[config.mk]
export PLATFORM = sky130hd
export DESIGN_NAME = pc_sequencer_flat
export DESIGN_NICKNAME = d
export VERILOG_FILES = /design/src/rtl/pc_sequencer_if.sv /design/src/rtl/pc_sequencer.sv /design/src/flat_wrapper.sv
export SDC_FILE = /design/constraint.sdc
export NUM_CORES = 1
export LEC_CHECK = 0
export BUFFER_PORTS_ARGS = -buffer_cell sky130_fd_sc_hd__buf_4
export CAP_MARGIN = 0
export CORE_AREA = 2 2 110 112
export CTS_BUF_LIST = sky130_fd_sc_hd__clkbuf_4 sky130_fd_sc_hd__clkbuf_8
export CTS_CLUSTER_SIZE = 25
export DETAILED_ROUTE_END_ITERATION = 16
export DIE_AREA = 0 0 112 114
export PLACE_DENSITY = 0.85
export SLEW_MARGIN = 20
export SYNTH_ARGS = -nofsm -noshare
export SYNTH_HDL_FRONTEND = slang
export SYNTH_SLANG_ARGS = --single-unit
[constraint.sdc]
create_clock -name clk -period 2.87 [get_ports clk]
set_input_delay 0 -clock clk [delete_from_list [all_inputs] [get_ports clk]]
set_output_delay 0 -clock clk [all_outputs]
set_load 0.05 [all_outputs]
[src/rtl/pc_sequencer_if.sv]
// Bundle between the PC sequencer and the core: PC register feedback, fetch/hazard/redirect
// requests in; next-PC, stall, flush and debug signals out.
interface pc_sequencer_if;
  logic [63:0] pc_q;
  logic        imem_ready;
  logic        hazard_stall;
  logic        br_taken;
  logic [63:0] br_target;
  logic        exc_req;
  logic [63:0] exc_vector;
  logic [63:0] pc_d;
  logic        pc_stall;
  logic        fetch_valid;
  logic        if_id_flush;
  logic        id_ex_flush;
  logic        exc_ack;
  logic [15:0] redirect_count;
  logic [1:0]  state;

  // valid/ready: a fetch completes only in a cycle where imem_ready=1 and fetch_valid=1;
  // redirect requests are level-sampled each cycle and need no ready.
  modport slave (
    input  pc_q, imem_ready, hazard_stall, br_taken, br_target, exc_req, exc_vector,
    output pc_d, pc_stall, fetch_valid, if_id_flush, id_ex_flush, exc_ack,
           redirect_count, state
  );

  modport master (
    output pc_q, imem_ready, hazard_stall, br_taken, br_target, exc_req, exc_vector,
    input  pc_d, pc_stall, fetch_valid, if_id_flush, id_ex_flush, exc_ack,
           redirect_count, state
  );
endinterface

[src/rtl/pc_sequencer.sv]
// Next-PC selection and stall/flush control for the 64-bit program-counter register.
// Outputs are combinational from state and inputs; the PC register supplies the latency.
module pc_sequencer #(
    parameter logic [63:0] RESET_VECTOR = 64'h0,
    parameter int          PC_STEP      = 4,
    parameter int          FLUSH_CYCLES = 2
) (
    input logic           clk,
    input logic           rst_n,
    pc_sequencer_if.slave bus
);

    typedef enum logic [1:0] {BOOT = 2'd0, RUN = 2'd1, WAIT_MEM = 2'd2, FLUSH = 2'd3} state_t;

    localparam logic [3:0]  FLUSH_LOAD = 4'(FLUSH_CYCLES);
    localparam logic [63:0] STEP       = 64'(PC_STEP);

    state_t      state_q, state_n;
    logic [3:0]  cnt_q, cnt_n;
    logic [15:0] rcount_q;
    logic        redir_exc, redir_br;
    logic [63:0] pc_d;
    logic        pc_stall, fetch_valid, if_id_flush, id_ex_flush, exc_ack;

    always_comb begin
        pc_d        = bus.pc_q;
        pc_stall    = 1'b1;
        fetch_valid = 1'b0;
        if_id_flush = 1'b0;
        id_ex_flush = 1'b0;
        exc_ack     = 1'b0;
        redir_exc   = 1'b0;
        redir_br    = 1'b0;
        state_n     = state_q;
        cnt_n       = cnt_q;
        case (state_q)
            BOOT: begin
                pc_d     = RESET_VECTOR;
                pc_stall = 1'b0;
                state_n  = RUN;
            end
            RUN: begin
                if (bus.exc_req)           redir_exc = 1'b1;
                else if (bus.br_taken)     redir_br  = 1'b1;
                else if (bus.hazard_stall) id_ex_flush = 1'b1;
                else if (!bus.imem_ready)  state_n = WAIT_MEM;
                else begin
                    pc_d        = bus.pc_q + STEP;
                    pc_stall    = 1'b0;
                    fetch_valid = 1'b1;
                end
            end
            WAIT_MEM: begin
                // hazard_stall is not consulted: nothing new is in decode
                if (bus.exc_req)       redir_exc = 1'b1;
                else if (bus.br_taken) redir_br  = 1'b1;
                else if (bus.imem_ready) begin
                    pc_d        = bus.pc_q + STEP;
                    pc_stall    = 1'b0;
                    fetch_valid = 1'b1;
                    state_n     = RUN;
                end
            end
            FLUSH: begin
                // branches and hazards here come from the squashed path
                if_id_flush = 1'b1;
                if (bus.exc_req) redir_exc = 1'b1;
                else if (cnt_q <= 4'd1) begin
                    cnt_n   = 4'd0;
                    state_n = RUN;
                end else begin
                    cnt_n = cnt_q - 4'd1;
                end
            end
            default: state_n = BOOT;
        endcase

        if (redir_exc || redir_br) begin
            pc_d        = redir_exc ? bus.exc_vector : bus.br_target;
            pc_stall    = 1'b0;
            if_id_flush = 1'b1;
            id_ex_flush = 1'b1;
            exc_ack     = redir_exc;
            state_n     = FLUSH;
            cnt_n       = FLUSH_LOAD;
        end
    end

    always_ff @(posedge clk or negedge rst_n) begin
        if (!rst_n) begin
            state_q  <= BOOT;
            cnt_q    <= 4'd0;
            rcount_q <= 16'd0;
        end else begin
            state_q <= state_n;
            cnt_q   <= cnt_n;
            if (redir_exc || redir_br) rcount_q <= rcount_q + 16'd1;
        end
    end

    assign bus.pc_d           = pc_d;
    assign bus.pc_stall       = pc_stall;
    assign bus.fetch_valid    = fetch_valid;
    assign bus.if_id_flush    = if_id_flush;
    assign bus.id_ex_flush    = id_ex_flush;
    assign bus.exc_ack        = exc_ack;
    assign bus.redirect_count = rcount_q;
    assign bus.state          = state_q;

endmodule

[src/flat_wrapper.sv]
// flat-port wrapper written by rule: the top's interface ports become plain ports
module pc_sequencer_flat 
#(
    parameter logic [63:0] RESET_VECTOR = 64'h0,
    parameter int          PC_STEP      = 4,
    parameter int          FLUSH_CYCLES = 2
)
  (clk, rst_n, bus_pc_q, bus_imem_ready, bus_hazard_stall, bus_br_taken, bus_br_target, bus_exc_req, bus_exc_vector, bus_pc_d, bus_pc_stall, bus_fetch_valid, bus_if_id_flush, bus_id_ex_flush, bus_exc_ack, bus_redirect_count, bus_state);
  pc_sequencer_if bus_i ();
  input logic clk;
  input logic rst_n;
  input wire logic [$bits(bus_i.pc_q)-1:0] bus_pc_q;
  input wire logic [$bits(bus_i.imem_ready)-1:0] bus_imem_ready;
  input wire logic [$bits(bus_i.hazard_stall)-1:0] bus_hazard_stall;
  input wire logic [$bits(bus_i.br_taken)-1:0] bus_br_taken;
  input wire logic [$bits(bus_i.br_target)-1:0] bus_br_target;
  input wire logic [$bits(bus_i.exc_req)-1:0] bus_exc_req;
  input wire logic [$bits(bus_i.exc_vector)-1:0] bus_exc_vector;
  output wire logic [$bits(bus_i.pc_d)-1:0] bus_pc_d;
  output wire logic [$bits(bus_i.pc_stall)-1:0] bus_pc_stall;
  output wire logic [$bits(bus_i.fetch_valid)-1:0] bus_fetch_valid;
  output wire logic [$bits(bus_i.if_id_flush)-1:0] bus_if_id_flush;
  output wire logic [$bits(bus_i.id_ex_flush)-1:0] bus_id_ex_flush;
  output wire logic [$bits(bus_i.exc_ack)-1:0] bus_exc_ack;
  output wire logic [$bits(bus_i.redirect_count)-1:0] bus_redirect_count;
  output wire logic [$bits(bus_i.state)-1:0] bus_state;
  assign bus_i.pc_q = bus_pc_q;
  assign bus_i.imem_ready = bus_imem_ready;
  assign bus_i.hazard_stall = bus_hazard_stall;
  assign bus_i.br_taken = bus_br_taken;
  assign bus_i.br_target = bus_br_target;
  assign bus_i.exc_req = bus_exc_req;
  assign bus_i.exc_vector = bus_exc_vector;
  assign bus_pc_d = bus_i.pc_d;
  assign bus_pc_stall = bus_i.pc_stall;
  assign bus_fetch_valid = bus_i.fetch_valid;
  assign bus_if_id_flush = bus_i.if_id_flush;
  assign bus_id_ex_flush = bus_i.id_ex_flush;
  assign bus_exc_ack = bus_i.exc_ack;
  assign bus_redirect_count = bus_i.redirect_count;
  assign bus_state = bus_i.state;
  pc_sequencer #(.RESET_VECTOR(RESET_VECTOR), .PC_STEP(PC_STEP), .FLUSH_CYCLES(FLUSH_CYCLES)) u_core (.clk(clk), .rst_n(rst_n), .bus(bus_i));
endmodule
==> impl_metrics.tcl <==
set metrics [dict create \
    port_buffers 284 \
    syn_inst 736 \
    num_rows 40 \
    ys_seq_area_share_pct 11.2 \
    htree_levels 1 \
    final_cells 1159 \
    end_kind "output port" \
    tightest_slew_ns 0.707 \
    synth_area_mm2 0.00492 \
    critPathArrivalTime_ns 2.79 \
    worst_hold_slack_ns 0.157 \
    power.density_mw_per_mm2 678 \
    maxCapViolCount 0 \
    r2r_start "u_core.bus.state[0]" \
    syn_to_final_growth_pct 55.2 \
    grt_start_max_net_pins 32 \
    vias 8141 \
    crit_required_ns 2.87 \
    grt_overflow 0 \
    dr.first_iter.drc_count 1086 \
    synth-compound-area-share_pct 33.6 \
    ant_nets 0 \
    cts_tree "yes" \
    synthArstFlopShare_pct 100 \
    die_x_um 112 \
    synth-simple-area-share_pct 44.0 \
    synth_edf_count 0 \
    critPathMaxFanout 14 \
    multi_input_area_mm2 0.00431 \
    rsz0062_at_grt "false" \
    fillCellCount 1081 \
    grt_pass1_wl_mm 42.8 \
    synthXorXnorAreaFrac_pct 2.85 \
    seq_area_um2 553 \
    synth-seq-cells 22 \
    status "completed" \
    first_global_vias 7625 \
    cp-start-kind "register" \
    grt_antenna_before_repair 0 \
    viasPerCell 7.02 \
    yosysTopAreaCell "dfrtp_1" \
    start_util_pct 42.0 \
    firstDrtPassIters 9 \
    root_buffer "clkbuf_8" \
    clock_latency_ns 0.26 \
    slowest_delay_ns 0.45 \
    ios 285 \
    cts_num_sinks 22 \
    drc_errors 0 \
    synth_warnings 0 \
    synthFlopType "dfrtp_1" \
    r2r-end "u_core.bus.redirect_count[14]" \
    cts_buffers 3 \
    place.gp.congestion 1.03 \
    die_h_um 114 \
    synth_most_common_cell "nand2_1" \
    slew_headroom_pct 52.6 \
    skew_ns 0.00444 \
    crit_family "simple AND/OR/NAND/NOR gates" \
    synth.avg_cell_area_um2 6.69 \
    critical-path-slowest-cell "dfrtp_2" \
    core_mm2 0.0117 \
    min_path_type "in -> async" \
    nets 1219 \
    synthTopCellsByArea "dfrtp_1, nand4_1, nand2_1" \
    post_drt_wl_per_cell_um 24.2 \
    path_class "reg -> out" \
    power.leakage_uw 0.00321 \
    clock.fmax_ghz 0.358 \
    synth_common_cells "nand2_1, nor2_1, nand3_1" \
    vdd_drop_max_uv 545 \
    synth-adder-area-share_pct 2.03 \
    placed_cells_incl_taps 1154 \
    min_period_ns 2.79 \
    finalSetupViolCount 0 \
    ys_types 73 \
    finalMaxSlewViolations 0 \
    die_area_mm2 0.0128 \
    cts_buffer_depth 2 \
    syn_nets 942 \
    finalWirelength_mm 28.1 \
    synth.top_cell.area_share_pct 11.2 \
    critPathBufInv 2 \
    dpl.hpwl_mm 22.3 \
    cts_setup_buffers 0 \
    rrSetupSlack_ns 0.31 \
    clkSlewWorstSetupHoldPaths_ns 0.08 \
    hold_viol 0 \
    crit_path_cell_trace "inv_1 > ha_1 > or2_2 > nand4_1 > a41oi_1 > o21ai_0 > o311ai_2 > buf_4" \
    synth_top_family_by_area "simple AND/OR/NAND/NOR gates" \
    reg2regPathDepth 8 \
    fin_crit_sh_pct 97.3 \
    grt_usage_pct 41.6 \
    num_antenna_cells 0 \
    drive_gt1_share_pct 39.1 \
    synthMuxAreaShare_pct 0.610 \
]
-- worst max-delay path by stage --
stage / from / end / slack [ns] / cells past startpoint
CTS: u_core.bus.state[0] / bus_pc_d[46] / 0.05 / 9
detailed placement: u_core.bus.state[1] / bus_pc_d[24] / 0.22 / 8
global placement: u_core.bus.state[1] / bus_pc_d[55] / 0.35 / 7
finish: u_core.bus.state[0] / bus_pc_d[28] / 0.08 / 8
floorplan: u_core.bus.state[1] / bus_pc_d[55] / -0.27 / 7
global route: u_core.bus.state[0] / bus_pc_d[30] / 0.02 / 11
-- registers in the layout, summed over array words and instances, names as in the netlist --
register                   count
u_core.bus.redirect_count     16
u_core.bus.state               2
u_core.cnt_q                   4
-- layer usage --
layer	wire length [um]	vias up	global-route usage (%)
met1	10900	3796	55.6
li1	-	3542	-
met3	3780	89	9.30
met5	0	-	0
met2	12600	714	68.4
met4	773	0	10.9
-- area by class of cell --
cell class              count  area share (%)
multi-input cells         643            56.3
repair buffers            325            32.4
flip-flops and latches     22            7.24
well taps                 147            2.41
inverters                  18           0.884
clock buffers               4           0.720
-- where the power goes --
part           total (uW)  internal (uW)  switching (uW)  leakage, uW
logic                4480           1470            3010      0.00291
registers             479            382            96.2     0.000271
clock network         223            122             101    0.0000288
-- worst reg2reg max path, cell delays in order (launching register included) --
cell	delay [ns]
dfrtp_2	0.42
inv_1	0.08
ha_1	0.20
nand2b_2	0.28
nand2_1	0.35
buf_4	0.34
nand2_1	0.18
nor4_1	0.45
xnor2_1	0.17
-- per-stage QoR --
step	setup WS [ns]	total power (uW)	setup TNS (ns)	cell area (um2)	util (%)
2_1_floorplan	-0.267	3290	-0.267	5110	-
3_3_place_gp	0.350	4780	0	7530	64.3
3_5_place_dp	0.221	4810	0	7530	64.3
4_1_cts	0.0463	5050	0	7590	64.9
5_1_grt	0.0175	5390	0	7640	65.3
6_report	0.0784	5180	0	7640	65.3
-- timing repair --
| action | 4_1_cts | 5_1_grt |
|---|---|---|
| endpoints found under the setup margin | 2 | 20 |
| gates resized for setup | 2 | 15 |
| pin swaps | 0 | 2 |
| hold buffers | 1 | 0 |
| hold endpoints to repair | 22 | 0 |
-- cells by family after synthesis --
| logic type | count (synthesis) |
|---|---|
| and+or+nand+nor | 395 |
| AOI/OAI and AO/OA | 221 |
| buffers and inverters | 71 |
| DFF | 22 |
| xor gates and xnor gates | 16 |
| adders and majority gates | 8 |
| muxes | 3 |
-- cells in the final DEF, fill, tap and decap left out, types with 5 or more instances in the layout --
cell        n
a22o_1      6
or4_1      10
xor2_1      6
inv_1      17
buf_6       6
dfrtp_1    20
and3_1     20
nor2_1     62
a21oi_1    20
o311ai_2   13
nand2_1    81
nor3_1     18
a22oi_1    21
buf_4     317
and2_1      8
nor3b_1     5
a31o_2      6
a31oi_1    12
and4_1     20
nand4_1    49
ha_1        6
o22ai_1     5
a221oi_1    7
o21ai_2     6
or3_1       5
nand3_1    56
or2_2       6
nor4_1     20
a222oi_1   20
o31ai_1     6
xnor2_1    10
o211ai_1   17
a211o_1     5
o21ai_0    27
Note: power is estimated with default switching activity, not from simulation.
